<file path="config.mk">
export PLATFORM = sky130hd
export DESIGN_NAME = lvds_video_rx_decoder_flat
export DESIGN_NICKNAME = d
export VERILOG_FILES = /design/src/rtl/lvds_video_rx_decoder_if.sv /design/src/rtl/lvds_video_rx_decoder.sv /design/src/flat_wrapper.sv
export SDC_FILE = /design/constraint.sdc
export NUM_CORES = 1
export LEC_CHECK = 0
export CAP_MARGIN = 5
export CELL_PAD_IN_SITES_DETAIL_PLACEMENT = 0
export CELL_PAD_IN_SITES_GLOBAL_PLACEMENT = 1
export CORE_ASPECT_RATIO = 1.25
export CORE_MARGIN = 3
export CORE_UTILIZATION = 30
export DETAILED_ROUTE_END_ITERATION = 16
export PLACE_DENSITY = 0.79
export SYNTH_ARGS = -nofsm -noshare
export SYNTH_HDL_FRONTEND = slang
export SYNTH_SLANG_ARGS = --single-unit
</file>
<file path="constraint.sdc">
create_clock -name clk -period 1.9 [get_ports clk]
set_input_delay 0.57 -clock clk [delete_from_list [all_inputs] [get_ports clk]]
set_output_delay 0.57 -clock clk [all_outputs]
set_load 0.02 [all_outputs]
</file>
<file path="src/rtl/lvds_video_rx_decoder_if.sv">
// Lane-word input and decoded-video output bundle for lvds_video_rx_decoder.
// master: SERDES front end plus pixel sink side; slave: the decoder.
`timescale 1ns/1ps
interface lvds_video_rx_decoder_if;
    localparam int unsigned WORD_W  = 7;
    localparam int unsigned COLOR_W = 8;
    localparam int unsigned TIM_W   = 11;

    logic               word_valid;
    logic [WORD_W-1:0]  ch1_word;
    logic [WORD_W-1:0]  ch2_word;
    logic [WORD_W-1:0]  ch3_word;
    logic [WORD_W-1:0]  clk_word;
    logic               bitslip;
    logic               locked;
    logic               align_retry;
    logic               HSync;
    logic               VSync;
    logic               DataEnable;
    logic [COLOR_W-1:0] Red;
    logic [COLOR_W-1:0] Green;
    logic [COLOR_W-1:0] Blue;
    logic [TIM_W-1:0]   active_width;
    logic [TIM_W-1:0]   active_height;

    modport master (
        output word_valid, ch1_word, ch2_word, ch3_word, clk_word,
        input  bitslip, locked, align_retry, HSync, VSync, DataEnable,
        input  Red, Green, Blue, active_width, active_height
    );

    modport slave (
        input  word_valid, ch1_word, ch2_word, ch3_word, clk_word,
        output bitslip, locked, align_retry, HSync, VSync, DataEnable,
        output Red, Green, Blue, active_width, active_height
    );
endinterface

</file>
<file path="src/rtl/lvds_video_rx_decoder.sv">
// 7:1 LVDS video receive decoder: word alignment via bitslip, RGB666 + sync unpack.
// Optional active-timing measurement is compiled in with LVDS_RX_TIMING_EN.
`timescale 1ns/1ps
module lvds_video_rx_decoder #(
    parameter logic [6:0]  CLK_PATTERN = 7'b1100011,
    parameter int unsigned SLIP_WAIT   = 4,
    parameter int unsigned LOCK_COUNT  = 16,
    parameter int unsigned ERR_LIMIT   = 4
) (
    input  logic                    clk,
    input  logic                    rst_n,
    lvds_video_rx_decoder_if.slave  rx
);
    localparam int unsigned SLIP_W  = 3;
    localparam int unsigned WAIT_W  = 4;
    localparam int unsigned MATCH_W = $clog2(LOCK_COUNT + 1);
    localparam int unsigned ERR_W   = $clog2(ERR_LIMIT + 1);
    localparam int unsigned COLOR_W = 8;
    localparam int unsigned TIM_W   = 11;

    typedef enum logic [1:0] {
        ST_HUNT,
        ST_SLIP_WAIT,
        ST_CHECK,
        ST_LOCKED
    } state_t;

    state_t               state_q, state_d;
    logic [SLIP_W-1:0]    slip_q, slip_d;
    logic [WAIT_W-1:0]    wait_q, wait_d;
    logic [MATCH_W-1:0]   match_q, match_d;
    logic [ERR_W-1:0]     err_q, err_d;
    logic                 bitslip_q, bitslip_d;
    logic                 retry_q, retry_d;
    logic                 locked_q, locked_d;
    logic                 hs_q, hs_d;
    logic                 vs_q, vs_d;
    logic                 de_q, de_d;
    logic [COLOR_W-1:0]   red_q, red_d;
    logic [COLOR_W-1:0]   green_q, green_d;
    logic [COLOR_W-1:0]   blue_q, blue_d;
    logic                 clk_match;
    logic                 decode_en;

    assign clk_match = (rx.clk_word == CLK_PATTERN);

    // State and output registers; everything updates only through the *_d terms.
    always_ff @(posedge clk or negedge rst_n) begin
        if (!rst_n) begin
            state_q   <= ST_HUNT;
            slip_q    <= '0;
            wait_q    <= '0;
            match_q   <= '0;
            err_q     <= '0;
            bitslip_q <= 1'b0;
            retry_q   <= 1'b0;
            locked_q  <= 1'b0;
            hs_q      <= 1'b1;
            vs_q      <= 1'b1;
            de_q      <= 1'b0;
            red_q     <= '0;
            green_q   <= '0;
            blue_q    <= '0;
        end else begin
            state_q   <= state_d;
            slip_q    <= slip_d;
            wait_q    <= wait_d;
            match_q   <= match_d;
            err_q     <= err_d;
            bitslip_q <= bitslip_d;
            retry_q   <= retry_d;
            locked_q  <= locked_d;
            hs_q      <= hs_d;
            vs_q      <= vs_d;
            de_q      <= de_d;
            red_q     <= red_d;
            green_q   <= green_d;
            blue_q    <= blue_d;
        end
    end

    // Alignment FSM and decoded-video next values; idle words freeze everything but pulses.
    always_comb begin
        state_d   = state_q;
        slip_d    = slip_q;
        wait_d    = wait_q;
        match_d   = match_q;
        err_d     = err_q;
        bitslip_d = 1'b0;
        retry_d   = 1'b0;
        locked_d  = locked_q;
        decode_en = 1'b0;
        hs_d      = hs_q;
        vs_d      = vs_q;
        de_d      = de_q;
        red_d     = red_q;
        green_d   = green_q;
        blue_d    = blue_q;

        if (rx.word_valid) begin
            case (state_q)
                ST_HUNT: begin
                    if (clk_match) begin
                        state_d = ST_CHECK;
                        match_d = MATCH_W'(1);
                    end else begin
                        state_d   = ST_SLIP_WAIT;
                        bitslip_d = 1'b1;
                        wait_d    = '0;
                        if (slip_q == SLIP_W'(6)) begin
                            slip_d  = '0;
                            retry_d = 1'b1;
                        end else begin
                            slip_d = slip_q + SLIP_W'(1);
                        end
                    end
                end
                ST_SLIP_WAIT: begin
                    // Words right after a slip may straddle the old boundary; drop them.
                    if (wait_q == WAIT_W'(SLIP_WAIT - 1)) begin
                        wait_d  = '0;
                        state_d = ST_HUNT;
                    end else begin
                        wait_d = wait_q + WAIT_W'(1);
                    end
                end
                ST_CHECK: begin
                    if (clk_match) begin
                        if (match_q == MATCH_W'(LOCK_COUNT - 1)) begin
                            state_d  = ST_LOCKED;
                            locked_d = 1'b1;
                            match_d  = '0;
                        end else begin
                            match_d = match_q + MATCH_W'(1);
                        end
                    end else begin
                        // Slip is deferred to the next HUNT word.
                        state_d = ST_HUNT;
                        match_d = '0;
                    end
                end
                ST_LOCKED: begin
                    decode_en = 1'b1;
                    if (clk_match) begin
                        err_d = '0;
                    end else if (err_q == ERR_W'(ERR_LIMIT - 1)) begin
                        state_d   = ST_HUNT;
                        locked_d  = 1'b0;
                        slip_d    = '0;
                        err_d     = '0;
                        decode_en = 1'b0;
                    end else begin
                        err_d = err_q + ERR_W'(1);
                    end
                end
                default: begin
                    state_d = ST_HUNT;
                end
            endcase

            if (decode_en) begin
                red_d   = {rx.ch1_word[5:0], 2'b00};
                green_d = {rx.ch2_word[4:0], rx.ch1_word[6], 2'b00};
                blue_d  = {rx.ch3_word[3:0], rx.ch2_word[6:5], 2'b00};
                hs_d    = rx.ch3_word[4];
                vs_d    = rx.ch3_word[5];
                de_d    = rx.ch3_word[6];
            end else begin
                red_d   = '0;
                green_d = '0;
                blue_d  = '0;
                hs_d    = 1'b1;
                vs_d    = 1'b1;
                de_d    = 1'b0;
            end
        end
    end

    assign rx.bitslip     = bitslip_q;
    assign rx.align_retry = retry_q;
    assign rx.locked      = locked_q;
    assign rx.HSync       = hs_q;
    assign rx.VSync       = vs_q;
    assign rx.DataEnable  = de_q;
    assign rx.Red         = red_q;
    assign rx.Green       = green_q;
    assign rx.Blue        = blue_q;

`ifdef LVDS_RX_TIMING_EN
    logic [TIM_W-1:0] pix_q, pix_d;
    logic [TIM_W-1:0] line_q, line_d;
    logic [TIM_W-1:0] width_q, width_d;
    logic [TIM_W-1:0] height_q, height_d;
    logic [TIM_W-1:0] line_inc;
    logic             de_fall;
    logic             vs_fall;

    function automatic logic [TIM_W-1:0] sat_inc(input logic [TIM_W-1:0] v);
        return (v == {TIM_W{1'b1}}) ? v : v + TIM_W'(1);
    endfunction

    // Timing counter registers.
    always_ff @(posedge clk or negedge rst_n) begin
        if (!rst_n) begin
            pix_q    <= '0;
            line_q   <= '0;
            width_q  <= '0;
            height_q <= '0;
        end else begin
            pix_q    <= pix_d;
            line_q   <= line_d;
            width_q  <= width_d;
            height_q <= height_d;
        end
    end

    // Edge detection against the previously decoded DE/VSync; cleared whenever not decoding.
    always_comb begin
        pix_d    = pix_q;
        line_d   = line_q;
        width_d  = width_q;
        height_d = height_q;
        line_inc = line_q;
        de_fall  = de_q & ~rx.ch3_word[6];
        vs_fall  = vs_q & ~rx.ch3_word[5];

        if (rx.word_valid) begin
            if (!decode_en) begin
                pix_d    = '0;
                line_d   = '0;
                width_d  = '0;
                height_d = '0;
            end else begin
                if (rx.ch3_word[6]) begin
                    pix_d = sat_inc(pix_q);
                end
                if (de_fall) begin
                    width_d  = pix_q;
                    pix_d    = '0;
                    line_inc = sat_inc(line_q);
                end
                line_d = line_inc;
                if (vs_fall) begin
                    height_d = line_inc;
                    line_d   = '0;
                end
            end
        end
    end

    assign rx.active_width  = width_q;
    assign rx.active_height = height_q;
`else
    assign rx.active_width  = '0;
    assign rx.active_height = '0;
`endif

endmodule
</file>
<file path="src/flat_wrapper.sv">
// flat-port wrapper written by rule: the top's interface ports become plain ports
module lvds_video_rx_decoder_flat 
#(
    parameter logic [6:0]  CLK_PATTERN = 7'b1100011,
    parameter int unsigned SLIP_WAIT   = 4,
    parameter int unsigned LOCK_COUNT  = 16,
    parameter int unsigned ERR_LIMIT   = 4
)
  (clk, rst_n, rx_word_valid, rx_ch1_word, rx_ch2_word, rx_ch3_word, rx_clk_word, rx_bitslip, rx_locked, rx_align_retry, rx_HSync, rx_VSync, rx_DataEnable, rx_Red, rx_Green, rx_Blue, rx_active_width, rx_active_height);
  lvds_video_rx_decoder_if rx_i ();
  input  logic clk;
  input  logic rst_n;
  input wire logic [$bits(rx_i.word_valid)-1:0] rx_word_valid;
  input wire logic [$bits(rx_i.ch1_word)-1:0] rx_ch1_word;
  input wire logic [$bits(rx_i.ch2_word)-1:0] rx_ch2_word;
  input wire logic [$bits(rx_i.ch3_word)-1:0] rx_ch3_word;
  input wire logic [$bits(rx_i.clk_word)-1:0] rx_clk_word;
  output wire logic [$bits(rx_i.bitslip)-1:0] rx_bitslip;
  output wire logic [$bits(rx_i.locked)-1:0] rx_locked;
  output wire logic [$bits(rx_i.align_retry)-1:0] rx_align_retry;
  output wire logic [$bits(rx_i.HSync)-1:0] rx_HSync;
  output wire logic [$bits(rx_i.VSync)-1:0] rx_VSync;
  output wire logic [$bits(rx_i.DataEnable)-1:0] rx_DataEnable;
  output wire logic [$bits(rx_i.Red)-1:0] rx_Red;
  output wire logic [$bits(rx_i.Green)-1:0] rx_Green;
  output wire logic [$bits(rx_i.Blue)-1:0] rx_Blue;
  output wire logic [$bits(rx_i.active_width)-1:0] rx_active_width;
  output wire logic [$bits(rx_i.active_height)-1:0] rx_active_height;
  assign rx_i.word_valid = rx_word_valid;
  assign rx_i.ch1_word = rx_ch1_word;
  assign rx_i.ch2_word = rx_ch2_word;
  assign rx_i.ch3_word = rx_ch3_word;
  assign rx_i.clk_word = rx_clk_word;
  assign rx_bitslip = rx_i.bitslip;
  assign rx_locked = rx_i.locked;
  assign rx_align_retry = rx_i.align_retry;
  assign rx_HSync = rx_i.HSync;
  assign rx_VSync = rx_i.VSync;
  assign rx_DataEnable = rx_i.DataEnable;
  assign rx_Red = rx_i.Red;
  assign rx_Green = rx_i.Green;
  assign rx_Blue = rx_i.Blue;
  assign rx_active_width = rx_i.active_width;
  assign rx_active_height = rx_i.active_height;
  lvds_video_rx_decoder #(.CLK_PATTERN(CLK_PATTERN), .SLIP_WAIT(SLIP_WAIT), .LOCK_COUNT(LOCK_COUNT), .ERR_LIMIT(ERR_LIMIT)) u_core (.clk(clk), .rst_n(rst_n), .rx(rx_i));
endmodule
</file>
# Word level (Yosys, flattened, before mapping)
# Cells that the tools add are included.
word_totals:
  in_bits: 31
  wordCells: 88
  out_inout_bits: 52
  regBits: 47
classes:
  muxes: 43
  addsub: 4
  n_reduce_logical: 11
  eq_ne: 16
op_table:
  columns: ["cell", "n"]
  rows:
  - ["8-bit 2-to-1 mux", 3]
  - ["1-bit 2-to-1 mux", 18]
  - ["3-bit 2-to-1 mux", 6]
  - ["5-bit 2-to-1 mux", 3]
  - ["2-bit 2-to-1 mux", 6]
  - ["2-bit by 1-bit != test with 1-bit output, second input constant", 5]
  - ["5-bit case mux with 2 select lines", 1]
  - ["5-bit AND reduction", 2]
  - ["4-bit 2-to-1 mux", 2]
  - ["2-bit case mux with 4 select lines", 1]
  - ["4-bit case mux with 2 select lines", 1]
  - ["2-bit nonzero test", 4]
  - ["7-bit == test, second input constant", 1]
  - ["3-bit by 1-bit adder with 3-bit output, second input constant", 2]
  - ["3-bit case mux with 2 select lines", 1]
  - ["3-bit AND reduction", 2]
  - ["6-bit AND reduction", 1]
  - ["5-bit by 1-bit adder with 5-bit output, second input constant", 1]
  - ["5-bit by 4-bit == test with 1-bit output, second input constant", 1]
  - ["4-bit by 1-bit adder with 4-bit output, second input constant", 1]
  - ["2-bit == test, second input constant", 2]
  - ["4-bit by 2-bit == test with 1-bit output, second input constant", 1]
  - ["2-bit != test, second input constant", 2]
  - ["3-bit by 2-bit == test with 1-bit output, second input constant", 1]
  - ["other kinds (6)", 6]

# Longest topological paths before layout
# Gate-level depths: netlist of the first run.
logic_depth:
  ltp_word: 6
  ltp_mapped: 6
  mapped_depth_nobuf: 5

# Worst setup path before layout of the first run
# No wires, ideal clock.
synth_path:
  path_type: "register to register"
  startpoint: "reg u_core.wait_q[0]"
  endpoint: "reg u_core.wait_q[3]"
  required_time_ns: 1.831
  setup_time_ns: 0.069
  arrival_time_ns: 1.629
  setup_slack_ns: 0.202
  path_stages_with_launch: 6
  period_less_slack_ns: 1.698
  n_path_buf: 0
  cell_sequence: "dfrtp_1 > ha_1 > nor3b_1 > or3b_1 > or4_1 > nand3_1"
synth_via:
  elab_chain_len: 3
  word_cells_on_any_way: 4
  classes_between: "1 x add/sub; 1 x eq/ne; 2 x mux"
synth_lines:
  columns: ["item", "line_no", "rtl"]
  rows:
  - ["from (decl)", "lvds_video_rx_decoder.sv:30", "logic [WAIT_W-1:0] wait_q, wait_d;"]
  - ["from (signal assigned)", "lvds_video_rx_decoder.sv:67", "wait_q <= wait_d;"]
  - ["4-bit by 1-bit adder with 4-bit output / 4-bit by 2-bit == test with 1-bit output (equally long branches)", "lvds_video_rx_decoder.sv:124, lvds_video_rx_decoder.sv:120", null]
  - ["4-bit 2-to-1 mux (*)", "lvds_video_rx_decoder.sv:120", "if (wait_q == WAIT_W'(SLIP_WAIT - 1)) begin"]
  - ["4-bit case mux with 2 select lines (*)", "lvds_video_rx_decoder.sv:101", "case (state_q)"]
# Mark *: on every way between the ends. The rest lies on a longest branch, timed or not.
# A chain may end at the register's enable or synchronous reset.

# Worst setup path after layout of the first run
layout_path:
  startpoint: "reg u_core.red_q[5] (netlist: u_core.rx.Red[5])"
  endpoint: "out rx_Red[5]"
layout_lines:
  columns: ["item", "line_no", "rtl"]
  rows:
  - ["from (decl)", "lvds_video_rx_decoder.sv:39", "logic [COLOR_W-1:0] red_q, red_d;"]
  - ["from (signal assigned)", "lvds_video_rx_decoder.sv:76", "red_q <= red_d;"]
  - ["to (decl)", "flat_wrapper.sv:24", "output wire logic [$bits(rx_i.Red)-1:0] rx_Red;"]
# No word-level cell between the ends.

==> flow_summary.json, run 1 <==
{
  "p_int_uw": 2114,
  "antenna_found_initial": 0,
  "stdcell_count": 347,
  "synth_cell_types": 43,
  "cts_tree": "built",
  "slowest_stage": "clkdlybuf4s50_1",
  "dp.final_hpwl_um": 3350,
  "layout.nets": 293,
  "areaGrowthSynthToFinish_pct": 37.32,
  "num_antenna_cells": 0,
  "max_freq_mhz": 543.2,
  "drt_iter0_drc": 51,
  "cts_root_buf": "clkbuf_8",
  "rsz0062_at_grt": "false",
  "viasPerCell": 4.628,
  "placed_cell_area_um2": 2681,
  "cts_sinks": 41,
  "gp_congestion": 0.7308,
  "pwr-share-seq": 0.411,
  "crit_chain": "clkdlybuf4s50_1",
  "synth_area_um2": 2052,
  "clockPowerShare": 0.229,
  "yosys_register_bits": 41,
  "finalCriticalPeriod_ns": 1.841,
  "clock_skew_ns": 0.009457,
  "cp_max_fo": 2,
  "power_density_nw_per_um2": 1137,
  "power_uw": 3204,
  "finalSetupViolCount": 0,
  "ys_seq_area_frac": 0.5012,
  "hold_viol": 0,
  "grt_pass1_wl_um": 7307,
  "initial_utilization": 0.3106,
  "route.detailed.drc": 0,
  "drive_gt1_frac": 0.1308,
  "mostFrequentLayoutCells": "clkdlybuf4s50_1, dfrtp_1, conb_1, a22o_1, buf_4",
  "numCtsBuffers": 5,
  "slowest_delay_ns": 0.61,
  "p_sw_uw": 1090,
  "min_path_type": "in2async",
  "path_buf_inv": 1,
  "rows": 33,
  "core_um2": 6606,
  "ant_nets": 0,
  "status": "complete, no violations",
  "clock_latency_ns": 0.29,
  "final_common_cell": "clkdlybuf4s50_1",
  "n_fill_cell": 662,
  "h-tree-depth": 2,
  "arrival_ns": 1.27,
  "avgSynthCellArea_um2": 10.86,
  "maxSlewViolCount": 0,
  "synth_edf_count": 0,
  "synth-async-reset-ratio": 1.000,
  "critPathLaunchType": "flop",
  "whs_ns": 0.1805,
  "power_frac_comb": 0.360,
  "p_sw_frac": 0.3402,
  "drt-wirelength-per-cell_um": 12.56,
  "leakage_uw": 0.001333,
  "io_buffers": 54,
  "critPathTopFamily": "buffers and inverters",
  "die_area_um2": 7874,
  "die_y_um": 98.47,
  "clk_pin_slew_ns": 0.08,
  "routed_wirelength_um": 4358,
  "synth_warnings": 0,
  "routed-via-count": 1606,
  "grt_overflow_total": 0,
  "fin_crit_sh": 0.9690,
  "design_area_um2": 2818,
  "synthFlopType": "dfrtp_1",
  "drv_cap": 0,
  "finalSetupTns_ns": 0,
  "crit_path_end_kind": "primary output",
  "io_pins": 83,
  "dp.cells": 339,
  "dr.pass1.iters": 4,
  "synth_cells": 189,
  "die_x_um": 79.97,
  "required_ns": 1.33,
  "worstSetupPathType": "reg2out",
  "ir_drop_mv": 0.5169,
  "grt_usage": 0.1158,
  "grt_max_degree": 22,
  "clockBufferDepth": 2,
  "grt_pass1_vias": 1614
}
[cell type report]
| type | instances | area [µm²] | share of cell area |
|---|---|---|---|
| Clock inverter | 2 | 37.54 | 0.01332 |
| Sequential cell | 41 | 1028 | 0.3650 |
| Tap cell | 87 | 108.9 | 0.03863 |
| Multi-Input combinational cell | 133 | 853.3 | 0.3028 |
| Inverter | 7 | 26.28 | 0.009325 |
| Timing Repair Buffer | 71 | 680.7 | 0.2416 |
| Clock buffer | 6 | 82.58 | 0.02931 |
[power groups by stage]
stage	Combinational [µW]	Sequential, µW	Clock, µW
2_1_floorplan	628	1410	0
3_5_place_dp	1170	1330	0
3_3_place_gp	1150	1330	0
6_report	1150	1320	733
4_1_cts	1160	1320	753
5_1_grt	1270	1360	791
[metal layers]
layer  routed length [µm]  global-route usage  part of all wire  up-vias
li1                     -                   -                 -      762
met3                  433             0.04753             0.099        6
met5                    0                   0                 0        -
met4                   55             0.03641             0.013        0
met2                 2034              0.1843              0.47       72
met1                 1835              0.1424              0.42      766
[worst paths after layout]
path / startpoint / endpoint / slack [ns] / depth (start not counted)
worst max-delay path: u_core.rx.Red[5] / rx_Red[5] / 0.06 / 1
worst min-delay path: rst_n / u_core.wait_q[2] / 0.18 / 1
worst max register to register: u_core.wait_q[0] / u_core.wait_q[3] / 0.08 / 5
worst min register to register: u_core.err_q[1] / u_core.err_q[1] / 0.49 / 2
max in group asynchronous: rst_n / u_core.rx.HSync / 1.16 / 2
min in group clk: u_core.err_q[1] / u_core.err_q[1] / 0.49 / 2
[sequential cells by signal (all words and copies together) (netlist names), 2 cells and up]
name	count
u_core.err_q	3
u_core.match_q	5
u_core.rx.Blue	6
u_core.rx.Green	6
u_core.rx.Red	6
u_core.slip_q	3
u_core.state_q	2
u_core.wait_q	4
[stage by stage]
stage               utilization  setup slack, ns
floorplan                     -           0.2019
global placement         0.4059          -0.2824
detailed placement       0.4059          -0.2619
CTS                      0.4237          0.01729
global route             0.4265         0.002195
finish                   0.4265          0.05896
[timing repair]
item                                    4_1_cts  5_1_grt
buffers inserted                              0        0
hold buffers                                  0        0
gates resized for setup                       2        6
endpoints found under the setup margin        2        7
[logic make-up after synthesis]
| family | share of synthesized area |
|---|---|
| and+or+nand+nor | 0.1464 |
| buffers and inverters | 0.1378 |
| adders and majority gates | 0.01829 |
| muxes | 0.004878 |
| AOI/OAI and AO/OA | 0.1896 |
| DFF | 0.5012 |
| other | 0.001828 |
[cell usage after synthesis (2+ instances only)]
cell type,number,area share
inv_1,7,0.013
dfrtp_1,39,0.48
nand4b_1,2,0.0085
a31oi_1,2,0.0061
nand3_1,6,0.015
o21a_1,2,0.0073
nor2_1,11,0.020
and4b_1,3,0.015
nor3b_1,3,0.011
o21ai_0,7,0.017
ha_1,3,0.018
a21oi_1,8,0.020
a22o_1,21,0.090
or2_2,2,0.0061
buf_6,2,0.011
clkbuf_1,3,0.0055
o31ai_1,2,0.0073
nand2_1,11,0.020
nand3b_1,2,0.0073
dfstp_2,2,0.026
buf_4,29,0.11
Note: power is estimated with default switching activity, not from simulation.
==> inputs of run 2 (changes only) <==
Settings changed: SETUP_SLACK_MARGIN set to 0.15.
==> run 2 against run 1 <==
  * Sequential share of layout area decreased by 0.70 points
  * Via count grew 0.62%
  * Combinational power is essentially flat
  * Largest cell class unchanged
==> flow_summary.json, run 2 (same netlist as run 1, synthesis figures left out) <==
{
  "status": "complete, no violations",
  "layout.nets": 299,
  "slowest_stage": "bufbuf_16",
  "viasPerCell": 4.578,
  "arrival_ns": 1.96,
  "grt_use_met2": 0.1958,
  "cts_root_buf": "clkbuf_8",
  "clk_pin_slew_ns": 0.08,
  "min_path_type": "in2async",
  "finalCriticalPeriod_ns": 1.722,
  "finalSetupViolCount": 0,
  "ant_nets": 0,
  "design_area_um2": 2873,
  "power_density_nw_per_um2": 1123,
  "grt_max_degree": 21,
  "rows": 33,
  "h-tree-depth": 2,
  "drive_gt1_frac": 0.1579,
  "initial_utilization": 0.3106,
  "die_x_um": 79.97,
  "drt_iter0_drc": 60,
  "grt_usage": 0.1209,
  "crit_end": "u_core.rx.Green[6]",
  "numCtsBuffers": 5,
  "leakage_uw": 0.001437,
  "grt_pass1_wl_um": 7603,
  "reg2reg_to": "u_core.wait_q[3]",
  "ir_drop_mv": 0.5265,
  "mostFrequentLayoutCells": "dfrtp_1, dlygate4sd2_1, conb_1, a22o_1, clkdlybuf4s50_1",
  "path_depth": 6,
  "worstSetupPathType": "in2reg",
  "worstReg2RegStart": "u_core.wait_q[1]",
  "dp.final_hpwl_um": 3350,
  "clock_latency_ns": 0.29,
  "maxSlewViolCount": 0,
  "drv_cap": 0,
  "routed_wirelength_um": 4503,
  "critPathTopFamily": "buffers and inverters",
  "clock_skew_ns": 0.008616,
  "fin_crit_sh": 0.9061,
  "die_area_um2": 7874,
  "final_common_cell": "dfrtp_1",
  "use_met3": 0.04845,
  "rr_worst_depth": 5,
  "n_fill_cell": 663,
  "max_freq_mhz": 580.9,
  "grt_overflow_total": 0,
  "core_um2": 6606,
  "startpoint": "rx_clk_word[2]",
  "hold_viol": 0,
  "grt_util_met1": 0.1459,
  "io_pins": 83,
  "grt_pass1_vias": 1671,
  "top_usage_layer": "met2",
  "placed_cell_area_um2": 2681,
  "num_antenna_cells": 0,
  "crit_chain": "dlygate4sd2_1 -> nand4bb_4 -> or2_4 -> a21oi_4 -> bufbuf_16 -> a22o_1",
  "path_buf_inv": 2,
  "reg2reg_slack_ns": 0.21,
  "route.detailed.drc": 0,
  "slowest_delay_ns": 0.30,
  "clockBufferDepth": 2,
  "cp_max_fo": 5,
  "final_util": 0.4348,
  "crit_path_end_kind": "flop",
  "cts_tree": "built",
  "areaGrowthSynthToFinish_pct": 40.00,
  "die_y_um": 98.47,
  "cts_sinks": 41,
  "critPathLaunchType": "input pin",
  "antenna_found_initial": 0,
  "routed-via-count": 1616,
  "drt-wirelength-per-cell_um": 12.76,
  "dr.pass1.iters": 4,
  "required_ns": 2.14,
  "rsz0062_at_grt": "true",
  "gp_congestion": 0.7308,
  "io_buffers": 54
}
==> run 2: repair_timing <==
item,4_1_cts,5_1_grt
pin swaps,4,4
buffers inserted,4,0
resized for setup,40,3
cloned,2,0
hold buffers,0,0
endpoints found under the setup margin,53,3
==> run 2: worst register-to-register path, delay by kind of cell (launching register included) <==
kind / cells / cell delay [ns]
AND/OR/NAND/NOR: 4 / 1.03
adder cells (fa/ha/maj): 1 / 0.20
flip-flops: 1 / 0.40
==> run 2: report_power, final <==
part | switching [µW] | internal (µW) | total (µW)
sequential | 209 | 1100 | 1310
combinational | 591 | 593 | 1180
clock | 305 | 427 | 732
==> run 2: worst min path at each step <==
stage / slack (ns) / to / cells past startpoint / start
2_1_floorplan: 0.27 / u_core.err_q[0] / 0 / rst_n
3_3_place_gp: 0.47 / u_core.err_q[1] / 2 / u_core.err_q[1]
3_5_place_dp: 0.48 / u_core.err_q[1] / 2 / u_core.err_q[1]
4_1_cts: 0.19 / u_core.rx.locked / 1 / rst_n
5_1_grt: 0.20 / u_core.rx.locked / 1 / rst_n
6_report: 0.18 / u_core.wait_q[2] / 1 / rst_n
==> run 2: cell type report <==
cell class,instances,area [µm²],share of cell area
Sequential cell,41,1028,0.3580
Multi-Input combinational cell,133,858.3,0.2988
Timing Repair Buffer,77,730.7,0.2544
Tap cell,87,108.9,0.03789
Clock buffer,6,82.58,0.02875
Clock inverter,2,37.54,0.01307
Inverter,7,26.28,0.009146
==> run 2: through the flow <==
stage               hold slack, ns  power [µW]  setup slack (ns)  std cells  setup TNS, ns
global route                0.2042        3450            0.1491        353              0
CTS                         0.1933        3260            0.1459        353              0
global placement            0.4673        2474           -0.2824        339         -7.522
finish                      0.1806        3227            0.1785        353              0
detailed placement          0.4817        2495           -0.2619        339         -7.461
floorplan                   0.2744        2037            0.2019        216              0
==> run 2: layer usage <==
metal | vias to the layer above | routed length (µm)
met5 | - | 0
met4 | 0 | 72
met3 | 9 | 418
met2 | 67 | 2157
met1 | 766 | 1854
li1 | 774 | -
